**config.mk**
```make
export PLATFORM = sky130hd
export DESIGN_NAME = conv_tile_sched
export DESIGN_NICKNAME = d
export VERILOG_FILES = /design/src/rtl/conv_tile_sched.sv
export SDC_FILE = /design/constraint.sdc
export NUM_CORES = 1
export LEC_CHECK = 0
export BUFFER_PORTS_ARGS = -buffer_cell sky130_fd_sc_hd__buf_2
export CORE_MARGIN = 2
export CORE_UTILIZATION = 30
export CTS_BUF_LIST = sky130_fd_sc_hd__clkbuf_4 sky130_fd_sc_hd__clkbuf_8
export CTS_CLUSTER_DIAMETER = 120
export CTS_CLUSTER_SIZE = 8
export DETAILED_ROUTE_END_ITERATION = 10
export HOLD_SLACK_MARGIN = 0.05
export RECOVER_POWER = 100
export SYNTH_ARGS = -nofsm -noshare
export SYNTH_HDL_FRONTEND = slang
export SYNTH_SLANG_ARGS = --single-unit
export TNS_END_PERCENT = 5
```
**constraint.sdc**
```tcl
create_clock -name clk -period 4.74 [get_ports clk]
set_input_delay 0.474 -clock clk [delete_from_list [all_inputs] [get_ports clk]]
set_output_delay 0.474 -clock clk [all_outputs]
set_load 0.02 [all_outputs]
```
**src/rtl/conv_tile_sched.sv**
```systemverilog
// Layer scheduler for CONV_ACC: walks the row tiles of one conv layer, drives the
// source read addresses and merges backpressure into the accelerator stall.
// Optional SCHED_PERF_EN adds RUN-cycle and stall-cycle performance counters.
module conv_tile_sched #(
  parameter int ADDR_W = 16,
  parameter int TILE_W = 16,
  parameter int CNT_W  = 32
) (
  input  logic              clk,
  input  logic              rst,
  input  logic              layer_start,
  input  logic              abort,
  input  logic [31:0]       cfg_ci,
  input  logic [31:0]       cfg_co,
  input  logic [TILE_W-1:0] cfg_tiles,
  input  logic [ADDR_W-1:0] cfg_ifm_base,
  input  logic [ADDR_W-1:0] cfg_ifm_stride,
  input  logic [ADDR_W-1:0] cfg_wgt_base,
  input  logic              ifm_vld,
  input  logic              wgt_vld,
  input  logic              ofm_rdy,
  input  logic              acc_ifm_read,
  input  logic              acc_wgt_read,
  input  logic              acc_end_op,
  output logic              acc_start_conv,
  output logic [31:0]       acc_cfg_ci,
  output logic [31:0]       acc_cfg_co,
  output logic [31:0]       acc_tile_num,
  output logic              acc_stall,
  output logic [ADDR_W-1:0] ifm_addr,
  output logic [ADDR_W-1:0] wgt_addr,
  output logic              busy,
  output logic              layer_done
`ifdef SCHED_PERF_EN
  ,
  output logic [CNT_W-1:0]  perf_run_cyc,
  output logic [CNT_W-1:0]  perf_stall_cyc
`endif
);

  localparam logic [2:0] IDLE  = 3'd0;
  localparam logic [2:0] LOAD  = 3'd1;
  localparam logic [2:0] START = 3'd2;
  localparam logic [2:0] ARM   = 3'd3;
  localparam logic [2:0] RUN   = 3'd4;
  localparam logic [2:0] NEXT  = 3'd5;
  localparam logic [2:0] DONE  = 3'd6;

  logic [2:0]        state_reg, state_next;
  logic [31:0]       ci_reg, co_reg;
  logic [TILE_W-1:0] tiles_reg, tile_idx_reg;
  logic [ADDR_W-1:0] ifm_base_reg, ifm_stride_reg, wgt_base_reg;
  logic [ADDR_W-1:0] ifm_addr_reg, wgt_addr_reg;
  logic [ADDR_W-1:0] tile_ofs;
  logic              in_run, kill, accept;

  assign in_run = (state_reg == RUN);
  assign kill   = abort && (state_reg != IDLE);
  assign accept = layer_start && (state_reg == IDLE);
  // Only the low ADDR_W bits of the tile offset matter since addresses wrap.
  assign tile_ofs = ADDR_W'(tile_idx_reg) * ifm_stride_reg;

  assign acc_stall      = in_run && (!ifm_vld || !wgt_vld || !ofm_rdy);
  assign acc_start_conv = (state_reg == START);
  assign layer_done     = (state_reg == DONE);
  assign busy           = (state_reg != IDLE);
  assign acc_cfg_ci     = ci_reg;
  assign acc_cfg_co     = co_reg;
  assign acc_tile_num   = 32'(tile_idx_reg);
  assign ifm_addr       = ifm_addr_reg;
  assign wgt_addr       = wgt_addr_reg;

  always_comb begin
    state_next = state_reg;
    if (kill) begin
      state_next = IDLE;
    end else begin
      case (state_reg)
        IDLE:    if (layer_start) state_next = LOAD;
        LOAD:    state_next = (tiles_reg == '0) ? DONE : START;
        START:   state_next = ARM;
        ARM:     if (!acc_end_op) state_next = RUN;
        RUN:     if (acc_end_op) state_next = NEXT;
        NEXT:    state_next = (tile_idx_reg + TILE_W'(1) == tiles_reg) ? DONE : START;
        DONE:    state_next = IDLE;
        default: state_next = IDLE;
      endcase
    end
  end

  always_ff @(posedge clk) begin
    if (rst) begin
      state_reg      <= IDLE;
      ci_reg         <= '0;
      co_reg         <= '0;
      tiles_reg      <= '0;
      ifm_base_reg   <= '0;
      ifm_stride_reg <= '0;
      wgt_base_reg   <= '0;
      tile_idx_reg   <= '0;
      ifm_addr_reg   <= '0;
      wgt_addr_reg   <= '0;
    end else begin
      state_reg <= state_next;
      if (accept) begin
        ci_reg         <= cfg_ci;
        co_reg         <= cfg_co;
        tiles_reg      <= cfg_tiles;
        ifm_base_reg   <= cfg_ifm_base;
        ifm_stride_reg <= cfg_ifm_stride;
        wgt_base_reg   <= cfg_wgt_base;
        tile_idx_reg   <= '0;
      end
      if (kill) begin
        tile_idx_reg <= '0;
        ifm_addr_reg <= '0;
        wgt_addr_reg <= '0;
      end else begin
        case (state_reg)
          START: begin
            ifm_addr_reg <= ifm_base_reg + tile_ofs;
            wgt_addr_reg <= wgt_base_reg;
          end
          RUN: begin
            if (acc_ifm_read && !acc_stall) ifm_addr_reg <= ifm_addr_reg + ADDR_W'(1);
            if (acc_wgt_read && !acc_stall) wgt_addr_reg <= wgt_addr_reg + ADDR_W'(1);
          end
          NEXT:    tile_idx_reg <= tile_idx_reg + TILE_W'(1);
          default: ;
        endcase
      end
    end
  end

`ifdef SCHED_PERF_EN
  logic [CNT_W-1:0] perf_run_reg, perf_stall_reg;

  // Counters saturate rather than wrap so long layers never report a small count.
  always_ff @(posedge clk) begin
    if (rst || accept) begin
      perf_run_reg   <= '0;
      perf_stall_reg <= '0;
    end else if (in_run) begin
      if (!(&perf_run_reg)) perf_run_reg <= perf_run_reg + CNT_W'(1);
      if (acc_stall && !(&perf_stall_reg)) perf_stall_reg <= perf_stall_reg + CNT_W'(1);
    end
  end

  assign perf_run_cyc   = perf_run_reg;
  assign perf_stall_cyc = perf_stall_reg;
`endif

endmodule

```
## Word-level counts from Yosys, hierarchy flattened

Cells that the tools add are included.

| word-level totals | value |
|---|---|
| bits in registers | 179 |
| logic and storage cells | 59 |

| cells by class | value |
|---|---|
| $add $sub $neg | 4 |
| reduce and logical (&&, ||, !) cells | 20 |
| eq/ne operators | 12 |
| mux-type cells | 12 |
| multiply operators | 1 |

Operators by type and width:

| cell | count |
|---|---|
| 16-bit 2-to-1 mux | 4 |
| 16-bit case mux with 2 select lines | 2 |
| 16-bit by 1-bit adder with 16-bit output, second input constant | 3 |
| 3-bit case mux with 6 select lines | 1 |
| 16-bit adder | 1 |
| 16-bit == test | 1 |
| 16-bit logical NOT | 1 |
| 16-bit by 16-bit multiplier with 16-bit output | 1 |
| 3-bit 2-to-1 mux | 5 |
| 3-bit == test, second input constant | 3 |
| 3-bit by 2-bit == test with 1-bit output, second input constant | 2 |
| 2-bit != test, second input constant | 3 |
| 1-bit logical AND | 5 |
| 1-bit logical NOT | 4 |
| 2-bit by 1-bit != test with 1-bit output, second input constant | 2 |
| 2-bit AND reduction | 2 |
| 2-bit nonzero test | 2 |
| 3-bit by 1-bit == test with 1-bit output, second input constant | 1 |
| 3-bit logical NOT | 1 |
| 3-bit AND reduction | 1 |
| 3-bit nonzero test | 1 |
| 1-bit logical OR | 2 |
| 2-bit OR reduction | 1 |

## Longest topological paths before layout

Gate-level depths: netlist of run 1.

| depth | value |
|---|---|
| depth after elaboration | 8 |
| gate-level depth with buffers | 21 |
| gate-level depth less buffers | 20 |

## Least setup slack after synthesis of run 1

No wires, ideal clock.

| timing | value |
|---|---|
| path type | register to register |
| start point | reg tile_idx_reg[5] |
| end point | reg ifm_addr_reg[12] (netlist: ifm_addr[12]) |
| setup slack | -0.636 ns |
| cell stages (with the launch flop) | 21 |
| data arrival time | 5.291 ns |
| data required time | 4.654 ns |
| library setup time | 0.086 ns |
| buffers on the path | 2 |
| cells stage by stage | dfxtp_1 clkbuf_1 clkbuf_1 nand2_1 fa_1 inv_1 fa_1 ha_1 fa_1 inv_1 fa_1 fa_1 inv_1 ha_1 o21ai_0 nand2b_1 a21oi_1 nor3b_1 o21a_1 mux2_2 a211oi_1 |

| between the ends | value |
|---|---|
| longest elaborated chain between the ends | 3 |

Ends and longest elaborated chain:

| item | line | text |
|---|---|---|
| from (decl) | 51 | `logic [TILE_W-1:0] tiles_reg, tile_idx_reg;` |
| from (signal assigned) | 128 | `NEXT: tile_idx_reg <= tile_idx_reg + TILE_W'(1);` |
| 16-bit by 16-bit multiplier with 16-bit output | 61 | `assign tile_ofs = ADDR_W'(tile_idx_reg) * ifm_stride_reg;` |
| 16-bit adder | 121 | `ifm_addr_reg <= ifm_base_reg + tile_ofs;` |
| 16-bit case mux with 2 select lines | 119 | `case (state_reg)` |
| to (signal assigned) | 121 |  |
| to (signal assigned) | 125 | `if (acc_ifm_read && !acc_stall) ifm_addr_reg <= ifm_addr_reg + ADDR_W'(1);` |
| to (decl) | 53 | `logic [ADDR_W-1:0] ifm_addr_reg, wgt_addr_reg;` |

Every way passes these cells.
A chain may end at the register's enable or synchronous reset.

## Worst setup path after layout of run 1

| timing | value |
|---|---|
| start point | reg ifm_stride_reg[4] |
| end point | reg ifm_addr_reg[12] (netlist: ifm_addr[12]) |

| between the ends | value |
|---|---|
| longest elaborated chain between the ends | 3 |

Ends and longest elaborated chain:

| item | line | text |
|---|---|---|
| from (decl) | 52 | `logic [ADDR_W-1:0] ifm_base_reg, ifm_stride_reg, wgt_base_reg;` |
| from (signal assigned) | 110 | `ifm_stride_reg <= cfg_ifm_stride;` |
| 16-bit by 16-bit multiplier with 16-bit output | 61 |  |
| 16-bit adder | 121 |  |
| 16-bit case mux with 2 select lines | 119 |  |

Every way passes these cells.

==> results of run 1 <==
==> Yosys cell counts, drive strengths merged (14+ instances only) <==
cell type / instances
a211oi: 14
a21oi: 183
and2: 57
buf: 35
clkbuf: 79
dfxtp: 179
fa: 94
ha: 55
inv: 163
nand2: 380
nand3: 27
nor2: 53
nor3: 19
o21ai: 52
xnor2: 40
xor2: 19
==> how the worst min path moves through the flow <==
stage	start	end	cells past startpoint
2_1_floorplan	wgt_base_reg[12]	wgt_base_reg[12]	2
3_5_place_dp	acc_cfg_ci[15]	acc_cfg_ci[15]	2
6_report	cfg_ci[14]	acc_cfg_ci[14]	3
5_1_grt	cfg_ci[13]	acc_cfg_ci[13]	3
4_1_cts	cfg_ci[31]	acc_cfg_ci[31]	3
3_3_place_gp	acc_cfg_co[12]	acc_cfg_co[12]	2
==> power by group through the flow <==
stage / logic (uW) / registers [uW] / clock network (uW)
floorplan: 463 / 1790 / 0
global placement: 799 / 1750 / 0
detailed placement: 810 / 1760 / 0
CTS: 817 / 1720 / 1100
global route: 885 / 1740 / 1150
finish: 789 / 1720 / 1070
==> final cells by class <==
cell class,count,area (um2)
sequential,179,3640
tap,525,657
multi-input combinational,1127,7760
inverter,163,612
antenna,1,2.50
fill,4216,25000
clock buffer,19,255
timing repair buffer,347,1890
clock inverter,13,119
==> what timing repair did <==
| action | in CTS | in global routing |
|---|---|---|
| resized for setup | 28 | 20 |
| setup buffers | 11 | 2 |
| pin swaps | 21 | 20 |
| hold endpoints to repair | 0 | 0 |
| endpoints found under the setup margin | 9 | 9 |
==> stage by stage <==
step / cells / hold WS [ns] / TNS [ns] / power [uW] / util
3_5_place_dp: 2328 / 0.443 / -2.18 / 2570 / 0.363
5_1_grt: 2374 / 0.138 / -2.22 / 3770 / 0.374
4_1_cts: 2371 / 0.130 / -1.00 / 3640 / 0.376
3_3_place_gp: 2328 / 0.439 / -1.65 / 2550 / 0.363
2_1_floorplan: 1583 / 0.433 / -0.592 / 2260 / -
6_report: 2374 / 0.174 / -0.944 / 3580 / 0.374
==> metal layers <==
metal | global-route usage | vias up | share of wire
met3 | 0.0497 | 64 | 0.064
met1 | 0.232 | 5494 | 0.43
met5 | 0 | - | 0.0019
met2 | 0.314 | 352 | 0.48
li1 | - | 5549 | -
met4 | 0.0617 | 12 | 0.029
==> cell families after synthesis <==
logic type,synth area share
adder cells (fa/ha/maj),0.210
XOR/XNOR,0.0442
other,0.000307
flip-flops,0.293
buffers and inverters,0.0924
AND/OR/NAND/NOR,0.217
AO/OA/AOI/OAI,0.141
multiplexers,0.00174
==> critical path: stages (launching register included) <==
cell and delay (ns):
dfxtp_4 0.38, buf_4 0.16, and2_1 0.18, fa_1 0.54, inv_1 0.05, fa_2 0.42
fa_2 0.53, inv_1 0.04, ha_1 0.29, fa_1 0.48, inv_1 0.05, fa_1 0.49
inv_2 0.05, ha_4 0.26, buf_4 0.11, nor3b_2 0.22, o21a_1 0.20, mux2_4 0.31
a211oi_2 0.17
==> results by group, run 1 <==
Floorplan
  • # rows: 73
  • I/O pin count: 270
  • Die width: a little over 200 um
  • Core Region: 39900 um2
  • Die height: 206 um
  • Initial Util: 0.306
  • Die ar.: 42300 um2

Place
  • Gpl congestion: 0.895
  • Dpl hpwl: 30.2 mm
  • # port buffers: 253
  • Pre-CTS setup slack: -0.438 ns
  • DP Area: roughly 14000 um2

STA
  • Period minus WS final: between 4 and 5 ns
  • Unrepaired setup endpoints after global routing: yes
  • Final Hold Viols: 0
  • Clk_skew: ~0.015 ns
  • Final setup viols: 5
  • Max-Slew Margin vs Limit: -0.730
  • Final worst-path cycle share: 1.05
  • Fin. max-slew vios: 50
  • Max Freq: 200 MHz
  • Worst Tran Pin Value: 2.59 ns
  • Final worst slack: -0.251 ns

Worst setup path
  • Worst Path Arrival: between 5 and 6 ns
  • Crit Path Max Fanout: 6
  • Critical Path Start Type: flop
  • R2r setup slk: -0.25 ns
  • End of the critical path: ifm_addr[12]
  • Crit. End Element: flop
  • CP startpoint: ifm_stride_reg[4]
  • Reg2reg path depth: 18
  • Setup CP Type: reg -> reg
  • Req. time, crit path: about 5.2 ns
  • Worst R2R End: ifm_addr[12]
  • Worst R2R Start: ifm_stride_reg[4]

Power and ir drop
  • Seq pwr share: 0.481
  • Max VDD drop: 0.244 mV
  • Leak: 0.00639 uW
  • Switching Share: 0.361
  • Clock share of power: 0.298
  • NetSw: 1290 uW
  • Cell Pwr Density: around 240 nW/um2
  • Gate power share: 0.221
  • Cell Int Power: roughly 2300 uW

Final layout
  • Most common cell after layout, fill and taps aside: nand2_1
  • Post-Layout Inst Area: 14900 um2
  • Area grow syn2layout: 22.3%
  • Post-layout nets: 2122
  • Most frequent cells in the layout: nand2_1, a21oi_1, dfxtp_1
  • Share of cells above drive strength 1: 0.186

Min path
  • Hold crit path type: in -> reg

Synth
  • Sequential fraction of the synthesis area: 0.293
  • Ranking of synthesized cells by area: dfxtp_1, fa_1, nand2_1, a21oi_1, ha_1
  • Yosys warnings: 0
  • Yosys top cell area share: 0.293
  • Most common flop cell mapped by yosys: dfxtp_1
  • Post-Syn Area: 12200 um2
  • Yosys top cell by area: dfxtp_1
  • Synth Register Bits: roughly 180
  • Syn_area_per_cell: 7.79 um2
  • Post-synth EDFFs: 0
  • Unique masters post-synth: 63
  • Synth Instances: 1568
  • Async SR Flop Fraction: 0

Global routing
  • Initial antenna violation count: 8
  • Largest net degree at the start of global routing: 88
  • First-pass GRT wire length: 61.3 mm
  • Number of global-route vias before repair: around 11000
  • Global Route Usage Sum: 0.187
  • Aggregate global routing overflow: 0

Clock tree
  • Max Root-Sink Buffers: 2
  • Clock Root Buffer: clkbuf_8
  • Inserted Clock Buffers: 17
  • Hold-fix buffers, CTS: 0
  • CTS tree: yes
  • Clk Latency, worst-skew pair: roughly 0.53 ns
  • H-tree level count: 4
  • # clock sinks: 179
  • Clock transition at the registers of the reported paths: 0.11 ns

Status
  • Failing checks: max-capacitance violations, max-slew violations, negative setup slack
  • Status: finished with violations

Routing
  • WL final: around 40 mm
  • DRT iter0 DRCs: 641
  • Vias per Instance: 4.83
  • Final ANT Viol Nets: 0
  • Via Count: between 10000 and 15000
  • DRC: 0
  • Post-DR wirelength/cell: ~16 um
  • Detailed Routing Iterations Pass 1: 5

Run
  • Max Cap Viol: 1
(Power assumes the default switching activity.)
==> run 2, diff against run 1 <==
--- a/config.mk
+++ b/config.mk
@@ -5,6 +5,7 @@
 export SDC_FILE = /design/constraint.sdc
 export NUM_CORES = 1
 export LEC_CHECK = 0
+export ABC_AREA = 1
 export BUFFER_PORTS_ARGS = -buffer_cell sky130_fd_sc_hd__buf_2
 export CORE_MARGIN = 2
 export CORE_UTILIZATION = 30
==> run 2 against run 1 <==
  * The flow still finishes with violations (max-capacitance violations, max-slew violations, negative setup slack)
  * First-iteration DRC count rose by 2.7%
  * Maximum frequency fell by 0.49%
  * Critical path depth rose by 6
  * Worst hold slack improved by 0.042 ns
  * Setup slack got worse by 0.024 ns
  * Utilization fell by 0.64 points
  * Sequential share of layout area fell by 0.92 points
==> results by group, run 2 <==
Status
  • Status: finished with violations
  • Failing checks: max-capacitance violations, max-slew violations, negative setup slack

Floorplan
  • Die ar.: 44700 um2 (+5.5%)
  • Die height: 211 um (+2.7%)
  • Die width: 211 um (+2.7%)
  • I/O pin count: 270 (unchanged)
  • # rows: 75 (+2.7%)
  • Initial Util: 0.305 (-0.000554)
  • Core Region: 42200 um2 (+5.8%)

Power and ir drop
  • Max VDD drop: 0.242 mV (-1.1%)
  • Seq pwr share: 0.396 (-0.085)
  • Leak: 0.00739 uW (+16%)
  • Cell Int Power: 2810 uW (+23%)
  • Clock share of power: 0.220 (-0.078)
  • Cell Pwr Density: 324 nW/um2 (+35%)
  • Gate power share: 0.384 (+0.163)
  • NetSw: 2210 uW (+71%)
  • Switching Share: 0.440 (+0.0789)

Global routing
  • Initial antenna violation count: 2 (-6)
  • First-pass GRT wire length: 66.0 mm (+7.5%)
  • Aggregate global routing overflow: 0 (unchanged)
  • Global Route Usage Sum: 0.188 (+0.000614)
  • Largest net degree at the start of global routing: 92 (+4.5%)
  • Number of global-route vias before repair: 12600 (+11%)

Routing
  • Final ANT Viol Nets: 0 (unchanged)
  • Via Count: 12500 (+9.2%)
  • Post-DR wirelength/cell: 15.6 um (-4.4%)
  • Vias per Instance: 4.74 (-1.8%)
  • DRC: 0 (unchanged)
  • WL final: 41.3 mm (+6.3%)
  • DRT iter0 DRCs: 658 (+2.7%)
  • Detailed Routing Iterations Pass 1: 5 (unchanged)

Synth
  • Yosys top cell area share: 0.278 (-0.0156)
  • Count leader, synth: nand2_1
  • Post-synth EDFFs: 0 (unchanged)
  • Yosys top cell by area: dfxtp_1
  • Ranking of synthesized cells by area: dfxtp_1, fa_1, nand2_1, inv_1, nand3_1
  • Async SR Flop Fraction: 0 (unchanged)
  • Post-Syn Area: 12900 um2 (+5.6%)
  • Yosys warnings: 0 (unchanged)
  • Unique masters post-synth: 47 (-25%)
  • Most common flop cell mapped by yosys: dfxtp_1
  • Synth top cells by count: nand2_1, inv_1, dfxtp_1
  • Synth Register Bits: 179 (unchanged)
  • Sequential fraction of the synthesis area: 0.278 (-0.0156)
  • Syn_area_per_cell: 7.07 um2 (-9.2%)
  • Synth Instances: 1824 (+16%)

Final layout
  • FILL cells: 4521 (+7.2%)
  • Post-Layout Inst Area: 15500 um2 (+4.0%)
  • Fin cells: 2640 (+11%)
  • Area grow syn2layout: 20.5%
  • Most frequent cells in the layout: nand2_1, inv_1, nand3_1
  • Post-layout nets: 2374 (+12%)
  • Most common cell after layout, fill and taps aside: nand2_1
  • Share of cells above drive strength 1: 0.166 (-0.0194)
  • Final core occ: 0.368 (-0.00643)

Worst setup path
  • Worst Path Buf+Inv: 6 (unchanged)
  • Crit Path Max Fanout: 7 (+1)
  • Crit. End Element: flop
  • Req. time, crit path: 5.19 ns (about the same)
  • Critical path's slowest cell: fa_1
  • Top delay family on crit path: adder cells
  • Worst Path Arrival: 5.46 ns (about the same)
  • Top cell by count, worst path: fa_1
  • Worst-path cell chain: nand2_2 -> inv_2 -> fa_1 -> inv_1 -> fa_1 -> fa_1 -> fa_1 -> inv_1 -> fa_1 -> inv_1 -> fa_1 -> inv_1 -> ha_4 -> nand2_2 -> a21oi_1 -> nor2_1 -> nand3_1 -> nand2_2 -> nand2_2 -> a21oi_2 -> inv_1 -> nand2_1 -> nand3_1 -> a21oi_1
  • Setup CP Type: reg -> reg
  • CP max stage delay: 0.56 ns (+0.02 ns)
  • Critical Path Start Type: flop

Place
  • Pre-CTS setup slack: -0.336 ns (+0.102 ns)
  • DP Area: 15100 um2 (+4.0%)
  • Dpl hpwl: 32.0 mm (+5.9%)
  • Placed Instances: 2595 (+11%)
  • Gpl congestion: 0.891 (-0.50%)
  • # port buffers: 253 (unchanged)

STA
  • Final setup viols: 8 (+3)
  • Clk_skew: 0.0167 ns (+0.00190 ns)
  • Unrepaired setup endpoints after global routing: yes
  • Final worst-path cycle share: 1.06 (+0.00516)
  • Max Freq: 199 MHz (-0.49%)
  • Final Hold Viols: 0 (unchanged)
  • Fin. max-slew vios: 19 (-62%)
  • WHS: 0.215 ns (+0.0418 ns)
  • Period minus WS final: 5.02 ns (+0.0245 ns)
  • Final worst slack: -0.276 ns (-0.0245 ns)
  • Worst Tran Pin Value: 1.58 ns (-1.02 ns)
  • Max-Slew Margin vs Limit: -0.0563 (+0.674)

Clock tree
  • H-tree level count: 4 (unchanged)
  • Max Root-Sink Buffers: 2 (unchanged)
  • Clk Latency, worst-skew pair: 0.52 ns (about the same)
  • Inserted Clock Buffers: 17 (unchanged)
  • Hold-fix buffers, CTS: 0 (unchanged)
  • Clock transition at the registers of the reported paths: 0.11 ns (about the same)
  • CTS tree: yes
  • Clock Root Buffer: clkbuf_8
  • # clock sinks: 179 (unchanged)

Run
  • Max Cap Viol: 1 (unchanged)

Min path
  • Hold crit path type: in -> reg
-- run 2: cell count changes in the layout (fill, tap and decap cells not counted), moves of 8 or more --
| cell | delta |
|---|---|
| inv_1 | +159 |
| nand3_1 | +146 |
| nand2_1 | +59 |
| and2_1 | -50 |
| xnor2_1 | -34 |
| nor2_1 | +28 |
| a211oi_1 | +23 |
| a21oi_1 | -21 |
| and3_1 | -10 |
| o22ai_1 | -10 |
| a31oi_1 | +9 |
| nand2_2 | +8 |
| nor3_1 | -8 |
-- run 2: logic make-up (layout without fill, tap and decap cells) --
kind of cell,after synthesis,after routing,synth area share
and+or+nand+nor,748,748,0.248
buffers and inverters,447,708,0.140
AOI/OAI and AO/OA,280,280,0.121
DFF,179,179,0.278
adders and majority gates,149,149,0.199
xor gates and xnor gates,19,19,0.0129
other,1,17,0.000291
muxes,1,1,0.000776
-- run 2: worst min-delay path: cells and delay by family --
kind	cells	cell delay [ns]
buffers and inverters	1	0.10
AND/OR/NAND/NOR	1	0.07
AO/OA/AOI/OAI	1	0.06
-- run 2: area by class of cell --
type                            instances  area, um2  area share
Timing Repair Buffer                  349       1890       0.122
Inverter                              327       1230      0.0790
Tap cell                              539        674      0.0434
Clock inverter                         14        139     0.00894
Sequential cell                       179       3640       0.235
Clock buffer                           18        248      0.0159
Multi-Input combinational cell       1213       7700       0.496
Antenna cell                            1       2.50    0.000161
-- run 2: what timing repair did --
item                                    CTS  global route
pin swaps                                 4             5
gates resized for setup                  25            19
endpoints found under the setup margin    7             9
buffers inserted                         11             1
endpoints found under the hold margin     0             0
-- run 2: power by group through the flow --
stage                     Clock, uW  Combinational [uW]  Sequential, uW
after floorplan                   0                1180            2140
after global placement            0                1940            2010
after detailed placement          0                1970            2020
after CTS                      1160                2000            1990
after global routing           1200                2170            2030
final                          1110                1930            1990
-- run 2: routing by layer --
metal / track usage / vias up / part of all wire
met2: 0.326 / 345 / 0.49
met1: 0.234 / 5925 / 0.44
li1: - / 6214 / -
met4: 0.0454 / 4 / 0.012
met3: 0.0457 / 36 / 0.059
met5: 0 / - / 0.00065
-- run 2: worst paths after layout --
kind | slack, ns | from | cells after the start | endpoint
hold reg to reg | 0.47 | acc_cfg_ci[31] | 2 | acc_cfg_ci[31]
hold / removal | 0.22 | cfg_wgt_base[2] | 3 | wgt_base_reg[2]
setup / recovery | -0.28 | ifm_stride_reg[1] | 24 | ifm_addr[15]
setup reg to reg | -0.28 | ifm_stride_reg[1] | 24 | ifm_addr[15]
-- run 2: per-stage QoR --
| stage | total power [uW] | TNS, ns |
|---|---|---|
| 2_1_floorplan | 3310 | -0.218 |
| 3_3_place_gp | 3960 | -1.09 |
| 3_5_place_dp | 3990 | -1.63 |
| 4_1_cts | 5140 | -0.597 |
| 5_1_grt | 5400 | -3.44 |
| 6_report | 5030 | -0.925 |
